===== src/rtl/fifo_rd_drain_if.sv =====
// Read-port and output-stream bundle for fifo_rd_drain; master is the drain engine side.
// Parameters must match those of the fifo_rd_drain instance the bundle is connected to.
interface fifo_rd_drain_if #(
  parameter int DATA_WIDTH = 32,
  parameter int CNT_WIDTH  = 16
) ();
  logic                  rd_empty;
  logic                  rd_en;
  logic [DATA_WIDTH-1:0] rd_data;
  logic                  out_valid;
  logic [DATA_WIDTH-1:0] out_data;
  logic                  out_ready;
  logic [CNT_WIDTH-1:0]  word_cnt;
  logic                  chk_err;

  modport master (
    input  rd_empty, rd_data, out_ready,
    output rd_en, out_valid, out_data, word_cnt, chk_err
  );

  modport slave (
    output rd_empty, rd_data, out_ready,
    input  rd_en, out_valid, out_data, word_cnt, chk_err
  );
endinterface


===== src/rtl/fifo_rd_drain.sv =====
// Read-side FIFO drain: pops on credit, absorbs 1-cycle read latency in a 2-entry buffer, streams words out.
// Latency: pop to out_valid is 2 cycles; 1 word/cycle sustained. Backpressure: at most 2 words buffered, rd_en drops.
// Optional incrementing-pattern checker driving chk_err is compiled in with `define FIFO_RD_CHECK_EN.
module fifo_rd_drain #(
  parameter int DATA_WIDTH = 32,
  parameter int CNT_WIDTH  = 16
) (
  input  logic           rd_clk,
  input  logic           rreset,
  fifo_rd_drain_if.master bus
);

  logic [1:0]            occ_q, occ_d;
  logic                  inflight_q, inflight_d;
  logic                  head_q, head_d;
  logic [DATA_WIDTH-1:0] buf0_q, buf0_d;
  logic [DATA_WIDTH-1:0] buf1_q, buf1_d;
  logic [CNT_WIDTH-1:0]  word_cnt_q, word_cnt_d;

  logic                  pop_now;
  logic                  tail_sel;
  logic                  rd_en_c;
  logic [2:0]            level;
  logic [DATA_WIDTH-1:0] head_dat;

  always_comb begin
    head_dat = head_q ? buf1_q : buf0_q;
    pop_now  = (occ_q != 2'd0) && bus.out_ready;
    // Words committed to the buffer after this cycle, counting the one still on rd_data.
    level    = {1'b0, occ_q} + {2'b00, inflight_q} - {2'b00, pop_now};
    rd_en_c  = !rreset && !bus.rd_empty && (level < 3'd2);
  end

  always_comb begin
    buf0_d     = buf0_q;
    buf1_d     = buf1_q;
    head_d     = head_q;
    occ_d      = occ_q;
    inflight_d = rd_en_c;
    word_cnt_d = word_cnt_q;
    // Credit rule guarantees occ <= 1 whenever a word lands, so tail is head or its neighbour.
    tail_sel   = head_q ^ occ_q[0];
    if (inflight_q) begin
      if (tail_sel) begin
        buf1_d = bus.rd_data;
      end else begin
        buf0_d = bus.rd_data;
      end
    end
    if (pop_now) begin
      head_d     = ~head_q;
      word_cnt_d = word_cnt_q + CNT_WIDTH'(1);
    end
    occ_d = occ_q + {1'b0, inflight_q} - {1'b0, pop_now};
  end

  always_ff @(posedge rd_clk or posedge rreset) begin
    if (rreset) begin
      occ_q      <= 2'd0;
      inflight_q <= 1'b0;
      head_q     <= 1'b0;
      buf0_q     <= '0;
      buf1_q     <= '0;
      word_cnt_q <= '0;
    end else begin
      occ_q      <= occ_d;
      inflight_q <= inflight_d;
      head_q     <= head_d;
      buf0_q     <= buf0_d;
      buf1_q     <= buf1_d;
      word_cnt_q <= word_cnt_d;
    end
  end

  assign bus.rd_en     = rd_en_c;
  assign bus.out_valid = (occ_q != 2'd0);
  assign bus.out_data  = head_dat;
  assign bus.word_cnt  = word_cnt_q;

`ifdef FIFO_RD_CHECK_EN
  logic [DATA_WIDTH-1:0] exp_q, exp_d;
  logic                  chk_err_q, chk_err_d;

  always_comb begin
    exp_d     = exp_q;
    chk_err_d = chk_err_q;
    if (pop_now) begin
      if (head_dat != exp_q) begin
        chk_err_d = 1'b1;
      end
      exp_d = exp_q + DATA_WIDTH'(1);
    end
  end

  always_ff @(posedge rd_clk or posedge rreset) begin
    if (rreset) begin
      exp_q     <= DATA_WIDTH'(1);
      chk_err_q <= 1'b0;
    end else begin
      exp_q     <= exp_d;
      chk_err_q <= chk_err_d;
    end
  end

  assign bus.chk_err = chk_err_q;
`else
  assign bus.chk_err = 1'b0;
`endif

endmodule


===== src/flat_wrapper.sv =====
// flat-port wrapper written by rule: the top's interface ports become plain ports
module fifo_rd_drain_flat 
#(
  parameter int DATA_WIDTH = 32,
  parameter int CNT_WIDTH  = 16
)
  (rd_clk, rreset, bus_rd_empty, bus_rd_data, bus_out_ready, bus_rd_en, bus_out_valid, bus_out_data, bus_word_cnt, bus_chk_err);
  fifo_rd_drain_if #(.DATA_WIDTH(DATA_WIDTH), .CNT_WIDTH(CNT_WIDTH)) bus_i ();
  input  logic rd_clk;
  input  logic rreset;
  input wire logic [$bits(bus_i.rd_empty)-1:0] bus_rd_empty;
  input wire logic [$bits(bus_i.rd_data)-1:0] bus_rd_data;
  input wire logic [$bits(bus_i.out_ready)-1:0] bus_out_ready;
  output wire logic [$bits(bus_i.rd_en)-1:0] bus_rd_en;
  output wire logic [$bits(bus_i.out_valid)-1:0] bus_out_valid;
  output wire logic [$bits(bus_i.out_data)-1:0] bus_out_data;
  output wire logic [$bits(bus_i.word_cnt)-1:0] bus_word_cnt;
  output wire logic [$bits(bus_i.chk_err)-1:0] bus_chk_err;
  assign bus_i.rd_empty = bus_rd_empty;
  assign bus_i.rd_data = bus_rd_data;
  assign bus_i.out_ready = bus_out_ready;
  assign bus_rd_en = bus_i.rd_en;
  assign bus_out_valid = bus_i.out_valid;
  assign bus_out_data = bus_i.out_data;
  assign bus_word_cnt = bus_i.word_cnt;
  assign bus_chk_err = bus_i.chk_err;
  fifo_rd_drain #(.DATA_WIDTH(DATA_WIDTH), .CNT_WIDTH(CNT_WIDTH)) u_core (.rd_clk(rd_clk), .rreset(rreset), .bus(bus_i));
endmodule

===== config.mk =====
export PLATFORM = sky130hd
export DESIGN_NAME = fifo_rd_drain_flat
export DESIGN_NICKNAME = d
export VERILOG_FILES = /design/src/rtl/fifo_rd_drain_if.sv /design/src/rtl/fifo_rd_drain.sv /design/src/flat_wrapper.sv
export SDC_FILE = /design/constraint.sdc
export NUM_CORES = 1
export LEC_CHECK = 0
export BUFFER_PORTS_ARGS = -buffer_cell sky130_fd_sc_hd__buf_4
export CORE_MARGIN = 1.5
export CORE_UTILIZATION = 54
export DETAILED_ROUTE_END_ITERATION = 12
export MAX_ROUTING_LAYER = met4
export PLACE_DENSITY = 0.8
export SLEW_MARGIN = 20
export SYNTH_ARGS = -nofsm -noshare
export SYNTH_HDL_FRONTEND = slang
export SYNTH_SLANG_ARGS = --single-unit

===== constraint.sdc =====
create_clock -name rd_clk -period 2.8 [get_ports rd_clk]
set_input_delay 0.28 -clock rd_clk [delete_from_list [all_inputs] [get_ports rd_clk]]
set_output_delay 0.28 -clock rd_clk [all_outputs]
set_load 0.005 [all_outputs]

Yosys cells after proc, flatten, opt, wreduce, memory -nomap -nowiden
Index checks and enable logic that the tools add are counted.

Flip-flop bits (word level): 84. Latch bits: 0. RAM bits: 0. Memory bits (read-only): 0. Input port bits: 36. Output and inout bits: 51. Word-level logic and storage cells: 24. Memories kept: 0.

$add $sub $neg: 5. Multipliers: 0. Divide/modulo/power cells: 0. $lt $le $gt $ge: 1. Eq/ne operators: 0. Shifts and indexed selects: 0. Muxes and demuxes: 1. Bitwise gates (word level): 3. Reductions and logical operators: 8.

Operator list (count): 2-to-1 mux 32 bit (1); adder 16 x 1 -> 16 bit, second input constant (1); AND reduction 2 bit (2); adder 2 x 1 -> 3 bit (1); logical AND 1 bit (3); < comparator 3 x 2 -> 1 bit, second input constant (1); subtractor 3 x 1 -> 3 bit (1); adder 2 x 1 -> 2 bit (1); logical NOT 1 bit (2); inverter 1 bit (2); nonzero test 2 bit (1); subtractor 2 x 1 -> 2 bit (1); bitwise XOR 1 bit (1).

Depth between registers and ports, before layout
Gate-level depths: netlist of run 1.

Depth after elaboration: 5. Mapped depth: 8. Mapped depth without buffers: 8.

Worst setup path after synthesis of run 1
OpenSTA, ideal clock, no wires.

Path kind: flip-flop to output port. From: register u_core.occ_q[0]. To: output bus_rd_en. Arrival: 2.167 ns. Data required time: 2.520 ns. Slack: 0.353 ns. Cell stages (with the launch flop): 8. Path buffers: 0. Cells stage by stage: dfrtp_1 > o21ai_2 > inv_1 > ha_1 > inv_1 > ha_1 > fa_1 > nor4_1.

Word-level cells in the longest chain between the ends: 5. Elaborated cells between the ends (all ways): 6. Those cells by class: 2 x add/sub; 1 x order compare; 3 x reduce/logical.

RTL lines: start: declaration (RTL line fifo_rd_drain.sv:13) `logic [1:0] occ_q, occ_d;`; start signal: assignment (RTL line fifo_rd_drain.sv:59) `occ_q <= 2'd0;`; start signal: assignment (RTL line fifo_rd_drain.sv:66) `occ_q <= occ_d;`; nonzero test 2 bit (RTL line fifo_rd_drain.sv:28) `pop_now = (occ_q != 2'd0) && bus.out_ready;`; logical AND 1 bit (RTL line fifo_rd_drain.sv:28); net u_core.pop_now (RTL line fifo_rd_drain.sv:20) `logic pop_now;`; subtractor 3 x 1 -> 3 bit (RTL line fifo_rd_drain.sv:30) `level = {1'b0, occ_q} + {2'b00, inflight_q} - {2'b00, pop_now};`; net u_core.level[1] (RTL line fifo_rd_drain.sv:23) `logic [2:0] level;`; < comparator 3 x 2 -> 1 bit (RTL line fifo_rd_drain.sv:31) `rd_en_c = !rreset && !bus.rd_empty && (level < 3'd2);`; logical AND 1 bit (RTL line fifo_rd_drain.sv:31); end: declaration (RTL line flat_wrapper.sv:14) `output wire logic [$bits(bus_i.rd_en)-1:0] bus_rd_en;`.

The timed path passes the listed nets, and every way through them passes these cells.

Final worst setup path of run 1
From: register u_core.occ_q[1]. To: output bus_rd_en.

Same word-level chain as after synthesis.

==> out/summary.txt, run 1 <==
IO Count = 87
cell area after layout = 4790 um^2
internal power = 3.85 mW
cell accounting for the most synthesized area = dfrtp_1
vias in the first global route = 2,216
root buffer cell = clkbuf_8
Post-synth ARST share = 100%
Leakage = 2.35 nW
most frequent cell after synthesis = dfrtp_1
routed wire length = 7060 um
Iter 0 DRT Violations = 71
Hold Slack = 59.6 ps
status = finished clean
Worst Skew = 8.60 ps
peak supply drop = 634 uV
H-tree depth = 3
synthesized flop and latch total = 84
Final Cycle Share = 96.7%
via/cell ratio = 5.06
row cnt = 30
Seq pwr share = 38.5%
clock latency on the worst-skew pair = 350 ps
Power Dens Cells = 1130 nW/um^2
post-synthesis cell area = 3840 um^2
Placed Cells = 428
Critical Path Sink Type = output pin
Non-Filler Instances = 447
CTS max path bufs = 2
Post-Syn Nets = 292
area share of the leading cell type in the synthesized netlist = 54.8%
largest net degree at the start of global routing = 47
routability cong. = 0.741
die height = 87.3 um
Pwr Total = 5.41 mW
final hold viol count = 0
drt pass-1 iters = 4
final setup fails = 0
critical path launch point type = register
Clock Sinks = 84
CTS buffer count = 9
Tot GR Track Use = 19.6%
min cycle time layout = 2710 ps
NetSw = 1.55 mW
area of the multi-input gates = 1600 um^2
via count = 2,264
top cells by count, synth = 84 x dfrtp_1, 66 x mux2_2, 30 x mux2_4
Seq/Total Area, Yosys = 54.8%
n_diodes = 0
Routed Antenna Nets = 0
post-synthesis area per instance = 15.2 um^2
worst slew pin tran = 789 ps
Combinational Power Share = 44.7%
Synth warnings = 0
total area of sequential cells = 2100 um^2
die width = 87.3 um
Post-CTS Hold Buffers = 0
CTS tree = yes
Pins Over Slew Limit = 0
Most used DFF post-synth = dfrtp_1
HP Class = input pin to asynchronous set/reset pin
Slew headroom = 47.3%
fraction of power consumed by the clock network = 16.8%
share of cells above drive strength 1 = 61.5%
IO Port Bufs = 85
first-pass GRT wire length = 10,900 um
Data required, critical path = 2520 ps
f_max = 369 MHz
Initial Utilization = 56.2%
synth top area cells = dfrtp_1 55%, mux2_2 19%, mux2_4 12%
Yosys cell types = 25
number of remaining DRC errors = 0
Overflow after GRT = 0
Clock transition at path regs = 90 ps
worst-path fanout max = 3
Synth Instances = 252
CP Class = register to output pin
max-cap viol count = 0
Sw Share = 28.7%
initial antenna violation count = 0
Filler cells = 515
number of synthesized flops with an enable pin = 0
Area Growth Syn to Fin = 24.9%
Detail Placement HPWL = 4680 um
Post-DP Area = 4550 um^2
wire length per cell = 15.8 um
Die Area = 7620 um^2
CP arrival = 2430 ps
nets = 387
core area = 6830 um^2
[placed cells by master (no fill, tap or decap), types with 2 or more instances in the layout]
cell type,n
and3_1,3
buf_4,95
bufinv_16,2
clkbuf_8,9
clkinv_2,3
dfrtp_1,84
ha_1,2
inv_1,6
mux2_2,66
mux2_4,30
nand2_1,6
nand3_1,5
nand4_1,6
or2_2,2
xnor2_1,13
xor2_1,5
[worst paths after layout]
kind                                          from                       to  slack, ps  depth (start not counted)
setup reg to reg                   u_core.occ_q[1]        u_core.inflight_q        770                          7
min in group rd_clk                   bus_rd_empty        u_core.inflight_q         90                          2
hold reg to reg            u_core.bus.word_cnt[15]  u_core.bus.word_cnt[15]        490                          1
setup / recovery                   u_core.occ_q[1]                bus_rd_en         90                          8
hold / removal                              rreset        u_core.buf0_q[29]         60                          2
max in group asynchronous                   rreset        u_core.buf0_q[11]       1980                          3
[worst max-delay path, cell delays in order (launching register included)]
cell and delay (ps):
dfrtp_1 410, o21ai_2 180, inv_2 50, ha_1 270
inv_1 40, ha_2 170, fa_1 490, nor4_2 320
buf_4 160
[kinds of logic (layout without fill, tap and decap cells)]
logic type      Yosys count  after routing  synth area share, %
other cells               1              1               0.0977
compound gates            1              1                0.228
fa+ha+maj                 4              4                 1.50
buf+inv                  20            119                 3.81
flops                    84             84                 54.8
mux                      96             96                 31.1
xor+xnor                 18             18                 4.11
simple gates             28             28                 4.40
[area by class of cell]
type | count | share of cell area (%)
Tap cell | 96 | 2.51
Inverter | 8 | 0.653
Clock buffer | 10 | 2.66
Multi-Input combinational cell | 148 | 33.4
Clock inverter | 5 | 1.62
Sequential cell | 84 | 43.9
Timing Repair Buffer | 96 | 15.3
[sequential cells by signal, summed over array words and instances, names as in the netlist]
register and cells:
u_core.buf1_q 32, u_core.occ_q 2, u_core.head_q 1, u_core.bus.word_cnt 16, u_core.inflight_q 1, u_core.buf0_q 32
[routing by layer]
layer / up-vias / wire [um] / GRT usage [%] / part of all wire (%)
li1: 1064 / - / - / -
met1: 1139 / 3240 / 26.5 / 46
met2: 51 / 3430 / 28.8 / 49
met3: 10 / 257 / 3.98 / 3.6
met4: 0 / 132 / 8.66 / 1.9
met5: - / 0 / - / 0
[stage by stage]
stage / setup slack [ps] / utilization (%) / setup TNS, ps
global route: -8.10 / 70.2 / -8.10
global placement: 454 / 66.6 / 0
finish: 91.5 / 70.2 / 0
detailed placement: 418 / 66.6 / 0
CTS: 14.6 / 69.6 / 0
floorplan: 353 / - / 0
[timing repair]
item | 4_1_cts | 5_1_grt
buffers inserted | 0 | 4
setup endpoints to repair | 0 | 1
resized for setup | 0 | 3
[power groups by stage]
stage / clock network, mW / registers [mW] / logic [mW]
after floorplan: 0 / 2.00 / 1.56
after global placement: 0 / 2.07 / 2.32
after detailed placement: 0 / 2.10 / 2.38
after CTS: 0.941 / 2.08 / 2.39
after global routing: 0.985 / 2.14 / 2.61
final: 0.910 / 2.08 / 2.41
(Power assumes the default switching activity.)
==> run 2, diff against run 1 <==
--- a/config.mk
+++ b/config.mk
@@ -6,6 +6,7 @@
 export NUM_CORES = 1
 export LEC_CHECK = 0
 export BUFFER_PORTS_ARGS = -buffer_cell sky130_fd_sc_hd__buf_4
+export CORE_ASPECT_RATIO = 1.75
 export CORE_MARGIN = 1.5
 export CORE_UTILIZATION = 54
 export DETAILED_ROUTE_END_ITERATION = 12
==> out/summary.txt, run 2 (same netlist as run 1, synthesis figures left out) <==
peak supply drop = 617 uV (was 634 uV)
Die Area = 7640 um^2 (was 7620 um^2)
CTS tree = yes (unchanged)
final setup fails = 0 (unchanged)
Power Dens Cells = 1180 nW/um^2 (was 1130 nW/um^2)
die width = 66.7 um (was 87.3 um)
core area = 6860 um^2 (was 6830 um^2)
first-pass GRT wire length = 11,700 um (was 10,900 um)
drt pass-1 iters = 4 (unchanged)
Data required, critical path = 2520 ps (about the same)
critical path launch point type = register (unchanged)
cell area after layout = 4910 um^2 (was 4790 um^2)
CTS max path bufs = 2 (unchanged)
number of remaining DRC errors = 0 (unchanged)
Area Growth Syn to Fin = 28.0% (was 24.9%)
Final Cycle Share = 97.4% (was 96.7%)
Slew headroom = 53.3% (was 47.3%)
status = finished clean (unchanged)
Placed Cells = 415 (was 428)
worst reg-to-reg path cell count = 7 (unchanged)
Worst Skew = 4.48 ps (was 8.60 ps)
most frequent cells in the layout = 92 x buf_4, 84 x dfrtp_1, 66 x mux2_2 (was 95 x buf_4, 84 x dfrtp_1, 66 x mux2_2)
Post-CTS Hold Buffers = 0 (unchanged)
Routed Antenna Nets = 0 (unchanged)
max-cap viol count = 0 (unchanged)
nets = 385 (was 387)
post-route setup TNS = 0 ps (unchanged)
via count = 2,303 (was 2,264)
IO Port Bufs = 85 (unchanged)
CP Class = register to output pin (unchanged)
Post-DP Area = 4540 um^2 (was 4550 um^2)
commonest non-fill, non-tap cell in the layout = buf_4 (unchanged)
Iter 0 DRT Violations = 104 (was 71)
R2R Setup Slk = 740 ps (was 770 ps)
CTS buffer count = 9 (unchanged)
share of cells above drive strength 1 = 61.7% (was 61.5%)
final hold viol count = 0 (unchanged)
Non-Filler Instances = 434 (was 447)
min cycle time layout = 2730 ps (was 2710 ps)
IO Count = 87 (unchanged)
Leakage = 2.39 nW (was 2.35 nW)
Clock Sinks = 84 (unchanged)
row cnt = 40 (was 30)
routed wire length = 7440 um (was 7060 um)
CP arrival = 2450 ps (was 2430 ps)
HP Class = input pin to asynchronous set/reset pin (unchanged)
Initial Utilization = 56.0% (was 56.2%)
clock latency on the worst-skew pair = 330 ps (was 350 ps)
die height = 115 um (was 87.3 um)
n_diodes = 0 (unchanged)
H-tree depth = 3 (unchanged)
wire length per cell = 17.1 um (was 15.8 um)
Pins Over Slew Limit = 0 (unchanged)
routability cong. = 0.764 (was 0.741)
initial antenna violation count = 0 (unchanged)
Overflow after GRT = 0 (unchanged)
f_max = 367 MHz (was 369 MHz)
Clock transition at path regs = 60 ps (was 90 ps)
Detail Placement HPWL = 4990 um (was 4680 um)
vias in the first global route = 2,466 (was 2,216)
worst-path fanout max = 4 (was 3)
Critical R2R Launch = u_core.occ_q[1] (unchanged)
Critical Path Sink Type = output pin (unchanged)
root buffer cell = clkbuf_16 (was clkbuf_8)
largest net degree at the start of global routing = 46 (was 47)
worst slew pin tran = 700 ps (was 789 ps)
via/cell ratio = 5.31 (was 5.06)
Pwr Total = 5.81 mW (was 5.41 mW)
Reg-to-Reg End = u_core.inflight_q (unchanged)
Tot GR Track Use = 21.1% (was 19.6%)
-- run 2: cell types whose count changed in the layout (fill, tap and decap cells not counted), sizes merged --
cell | before | now
buf | 96 | 94
clkbuf | 10 | 12
clkinv | 3 | 2
-- run 2: area by class of cell --
type	count	area, um^2
repair buffers	94	731
fillers	469	1940
flip-flops and latches	84	2100
inverters	8	31.3
clock inverters	4	72.6
multi-input cells	148	1620
clock buffers	12	246
well taps	84	105
-- run 2: how the worst max path moves through the flow --
stage | start | to | slack [ps]
6_report | u_core.occ_q[1] | bus_rd_en | 70
3_5_place_dp | u_core.occ_q[0] | bus_rd_en | 370
5_1_grt | u_core.occ_q[1] | bus_rd_en | -40
2_1_floorplan | rreset | u_core.buf0_q[0] | 350
4_1_cts | u_core.occ_q[0] | bus_rd_en | 40
3_3_place_gp | u_core.occ_q[0] | bus_rd_en | 470
-- run 2: per-layer routing --
layer  track usage, %  wire, um  vias to the layer above
met4             8.98       180                        0
met3             4.13       311                       17
li1                 -         -                     1063
met1             23.4      2950                     1164
met5                -         0                        -
met2             36.1      4000                       59
-- run 2: through the flow --
step | setup WS, ps | hold WS (ps) | util, %
6_report | 73.5 | 47.2 | 71.6
3_5_place_dp | 368 | 421 | 66.2
5_1_grt | -38.3 | 104 | 71.6
3_3_place_gp | 468 | 417 | 66.2
4_1_cts | 38.5 | 69.0 | 70.9
2_1_floorplan | 353 | 377 | -
-- run 2: critical path, cell delays in order, from the launching register on --
cell and delay [ps]:
dfrtp_1 430, o21ai_2 190, inv_2 70, ha_4 260
inv_2 40, ha_4 150, fa_1 490, nor4_2 320
buf_4 160
-- run 2: timing repair --
action                     in CTS  in global routing
buffers inserted                0                  3
resized for setup               0                  6
setup endpoints to repair       0                  1
-- run 2: report_power, final --
group          switching [mW]  internal, mW
clock network           0.446         0.804
registers               0.324          1.77
logic                   0.839          1.63
total                    1.61          4.20
==> run 3, diff against run 2 <==
--- a/config.mk
+++ b/config.mk
@@ -5,13 +5,15 @@
 export SDC_FILE = /design/constraint.sdc
 export NUM_CORES = 1
 export LEC_CHECK = 0
+export ABC_AREA = 1
 export BUFFER_PORTS_ARGS = -buffer_cell sky130_fd_sc_hd__buf_4
 export CORE_ASPECT_RATIO = 1.75
 export CORE_MARGIN = 1.5
 export CORE_UTILIZATION = 54
 export DETAILED_ROUTE_END_ITERATION = 12
+export HOLD_SLACK_MARGIN = 0.08
 export MAX_ROUTING_LAYER = met4
-export PLACE_DENSITY = 0.8
+export PLACE_DENSITY = 0.79
 export SLEW_MARGIN = 20
 export SYNTH_ARGS = -nofsm -noshare
 export SYNTH_HDL_FRONTEND = slang
==> out/summary.txt, run 3 <==
Synth warnings = 0 (unchanged)
initial antenna violation count = 0 (unchanged)
Die Area = 7920 um^2 (was 7640 um^2)
Final Cycle Share = 95.1% (was 97.4%)
share of cells above drive strength 1 = 20.6% (was 61.7%)
final hold viol count = 0 (unchanged)
Core Util, Final = 68.6% (was 71.6%)
cell accounting for the most synthesized area = dfrtp_1 (unchanged)
Worst Skew = 6.22 ps (was 4.48 ps)
wire length per cell = 14.1 um (was 17.1 um)
max-cap viol count = 0 (unchanged)
Data required, critical path = 2520 ps (about the same)
synth top area cells = dfrtp_1 53%, nand2_1 14%, o21ai_0 8.0% (was dfrtp_1 55%, mux2_2 19%, mux2_4 12%)
number of synthesized flops with an enable pin = 0 (unchanged)
Pins Over Slew Limit = 0 (unchanged)
first-pass GRT wire length = 14,800 um (was 11,700 um)
nets = 607 (was 385)
top cells by count, synth = 150 x nand2_1, 84 x dfrtp_1, 64 x o21ai_0 (was 84 x dfrtp_1, 66 x mux2_2, 30 x mux2_4)
Worst setup startpoint = u_core.occ_q[1] (unchanged)
drt pass-1 iters = 4 (unchanged)
n_diodes = 0 (unchanged)
number of remaining DRC errors = 0 (unchanged)
core area = 7180 um^2 (was 6860 um^2)
clock latency on the worst-skew pair = 330 ps (about the same)
CTS max path bufs = 2 (unchanged)
H-tree depth = 3 (unchanged)
min cycle time layout = 2660 ps (was 2730 ps)
f_max = 376 MHz (was 367 MHz)
worst slew pin tran = 787 ps (was 700 ps)
Seq/Total Area, Yosys = 52.8% (was 54.8%)
Power Dens Cells = 1120 nW/um^2 (was 1180 nW/um^2)
CTS tree = yes (unchanged)
Area Growth Syn to Fin = 23.7% (was 28.0%)
RSZ-0062 raised after global routing = false
critical path launch point type = register (unchanged)
root buffer cell = clkbuf_16 (unchanged)
Clock transition at path regs = 50 ps (was 60 ps)
vias in the first global route = 3,316 (was 2,466)
Overflow after GRT = 0 (unchanged)
Post-synth ARST share = 100% (unchanged)
via count = 3,382 (was 2,303)
routability cong. = 0.836 (was 0.764)
Initial Utilization = 55.5% (was 56.0%)
synthesized flop and latch total = 84 (unchanged)
Detail Placement HPWL = 6390 um (was 4990 um)
routed wire length = 9260 um (was 7440 um)
Pwr Total = 5.52 mW (was 5.81 mW)
largest net degree at the start of global routing = 64 (was 46)
Most used DFF post-synth = dfrtp_1 (unchanged)
IO Count = 87 (unchanged)
Iter 0 DRT Violations = 238 (was 104)
Synth Instances = 487 (was 252)
commonest non-fill, non-tap cell in the layout = nand2_1 (was buf_4)
CTS buffer count = 9 (unchanged)
Critical Path Sink Type = output pin (unchanged)
area share of the leading cell type in the synthesized netlist = 52.8% (was 54.8%)
Leakage = 2.50 nW (was 2.39 nW)
row cnt = 41 (was 40)
status = finished clean (unchanged)
Post-CTS Hold Buffers = 0 (unchanged)
post-route setup TNS = 0 ps (unchanged)
Slew headroom = 47.6% (was 53.3%)
most frequent cells in the layout = 150 x nand2_1, 93 x buf_4, 83 x dfrtp_1 (was 92 x buf_4, 84 x dfrtp_1, 66 x mux2_2)
Tot GR Track Use = 25.7% (was 21.1%)
worst-path fanout max = 8 (was 4)
post-synthesis cell area = 3980 um^2 (was 3840 um^2)
via/cell ratio = 5.14 (was 5.31)
CP Class = register to output pin (unchanged)
Routed Antenna Nets = 0 (unchanged)
Critical R2R Launch = u_core.occ_q[1] (unchanged)
CP arrival = 2380 ps (was 2450 ps)
most frequent cell after synthesis = nand2_1 (was dfrtp_1)
HP Class = input pin to asynchronous set/reset pin (unchanged)
die height = 117 um (was 115 um)
IO Port Bufs = 85 (unchanged)
Yosys cell types = 27 (was 25)
final setup fails = 0 (unchanged)
post-synthesis area per instance = 8.18 um^2 (was 15.2 um^2)
die width = 67.9 um (was 66.7 um)
peak supply drop = 647 uV (was 617 uV)
Post-Syn Nets = 527 (was 292)
Clock Sinks = 84 (unchanged)
[run 3: critical path: stages (launching register included)]
cell,delay [ps]
dfrtp_1,450
nor2_4,140
nor2_4,70
ha_1,270
inv_1,40
ha_1,180
fa_1,490
nor4_4,250
buf_4,150
[run 3: layout make-up]
class	instances	area, um^2
Tap cell	86	108
Timing Repair Buffer	93	698
Clock inverter	2	10.0
Sequential cell	84	2100
Fill cell	606	2260
Multi-Input combinational cell	326	1550
Clock buffer	14	254
Inverter	53	201
[run 3: final timing paths]
kind,end,slack (ps),cells past startpoint
min,u_core.occ_q[1],110,2
min reg2reg,u_core.buf0_q[31],470,2
max,bus_rd_en,140,8
max reg2reg,u_core.inflight_q,800,7
max in group asynchronous,u_core.buf0_q[26],1990,3
min in group rd_clk,u_core.inflight_q,130,2
[run 3: repair_timing]
item,CTS,global route
endpoints found under the setup margin,1,1
pin swaps,0,0
gates resized for setup,2,2
buffers inserted,0,0
[run 3: power breakdown]
| group | switching [mW] | internal, mW | leakage [nW] | total (mW) |
|---|---|---|---|---|
| sequential | 0.341 | 1.76 | 1.00 | 2.11 |
| clock | 0.434 | 0.623 | 0.131 | 1.06 |
| combinational | 1.30 | 1.07 | 1.36 | 2.36 |
[run 3: cells by family (layout without fill, tap and decap cells)]
kind of cell,count (synthesis),in the layout,synth area share [%]
AOI/OAI and AO/OA,93,93,12.2
and+or+nand+nor,219,219,22.1
buffers and inverters,77,162,9.14
other,1,1,0.0942
xor gates and xnor gates,9,9,2.17
DFF,84,84,52.8
adders and majority gates,4,4,1.45
[run 3: layer usage]
layer	up-vias	track usage [%]	share of wire [%]
li1	1686	-	-
met1	1604	27.1	39
met2	78	44.9	55
met3	14	6.17	4.2
met4	0	10.4	2.1
met5	-	-	0
[run 3: stage by stage]
step	hold WS, ps	cell area (um^2)	worst slack, ps	std cells
floorplan	377	3980	355	487
global placement	453	4640	357	642
detailed placement	463	4640	294	642
CTS	103	4910	61.4	658
global route	120	4920	15.5	658
finish	112	4920	138	658
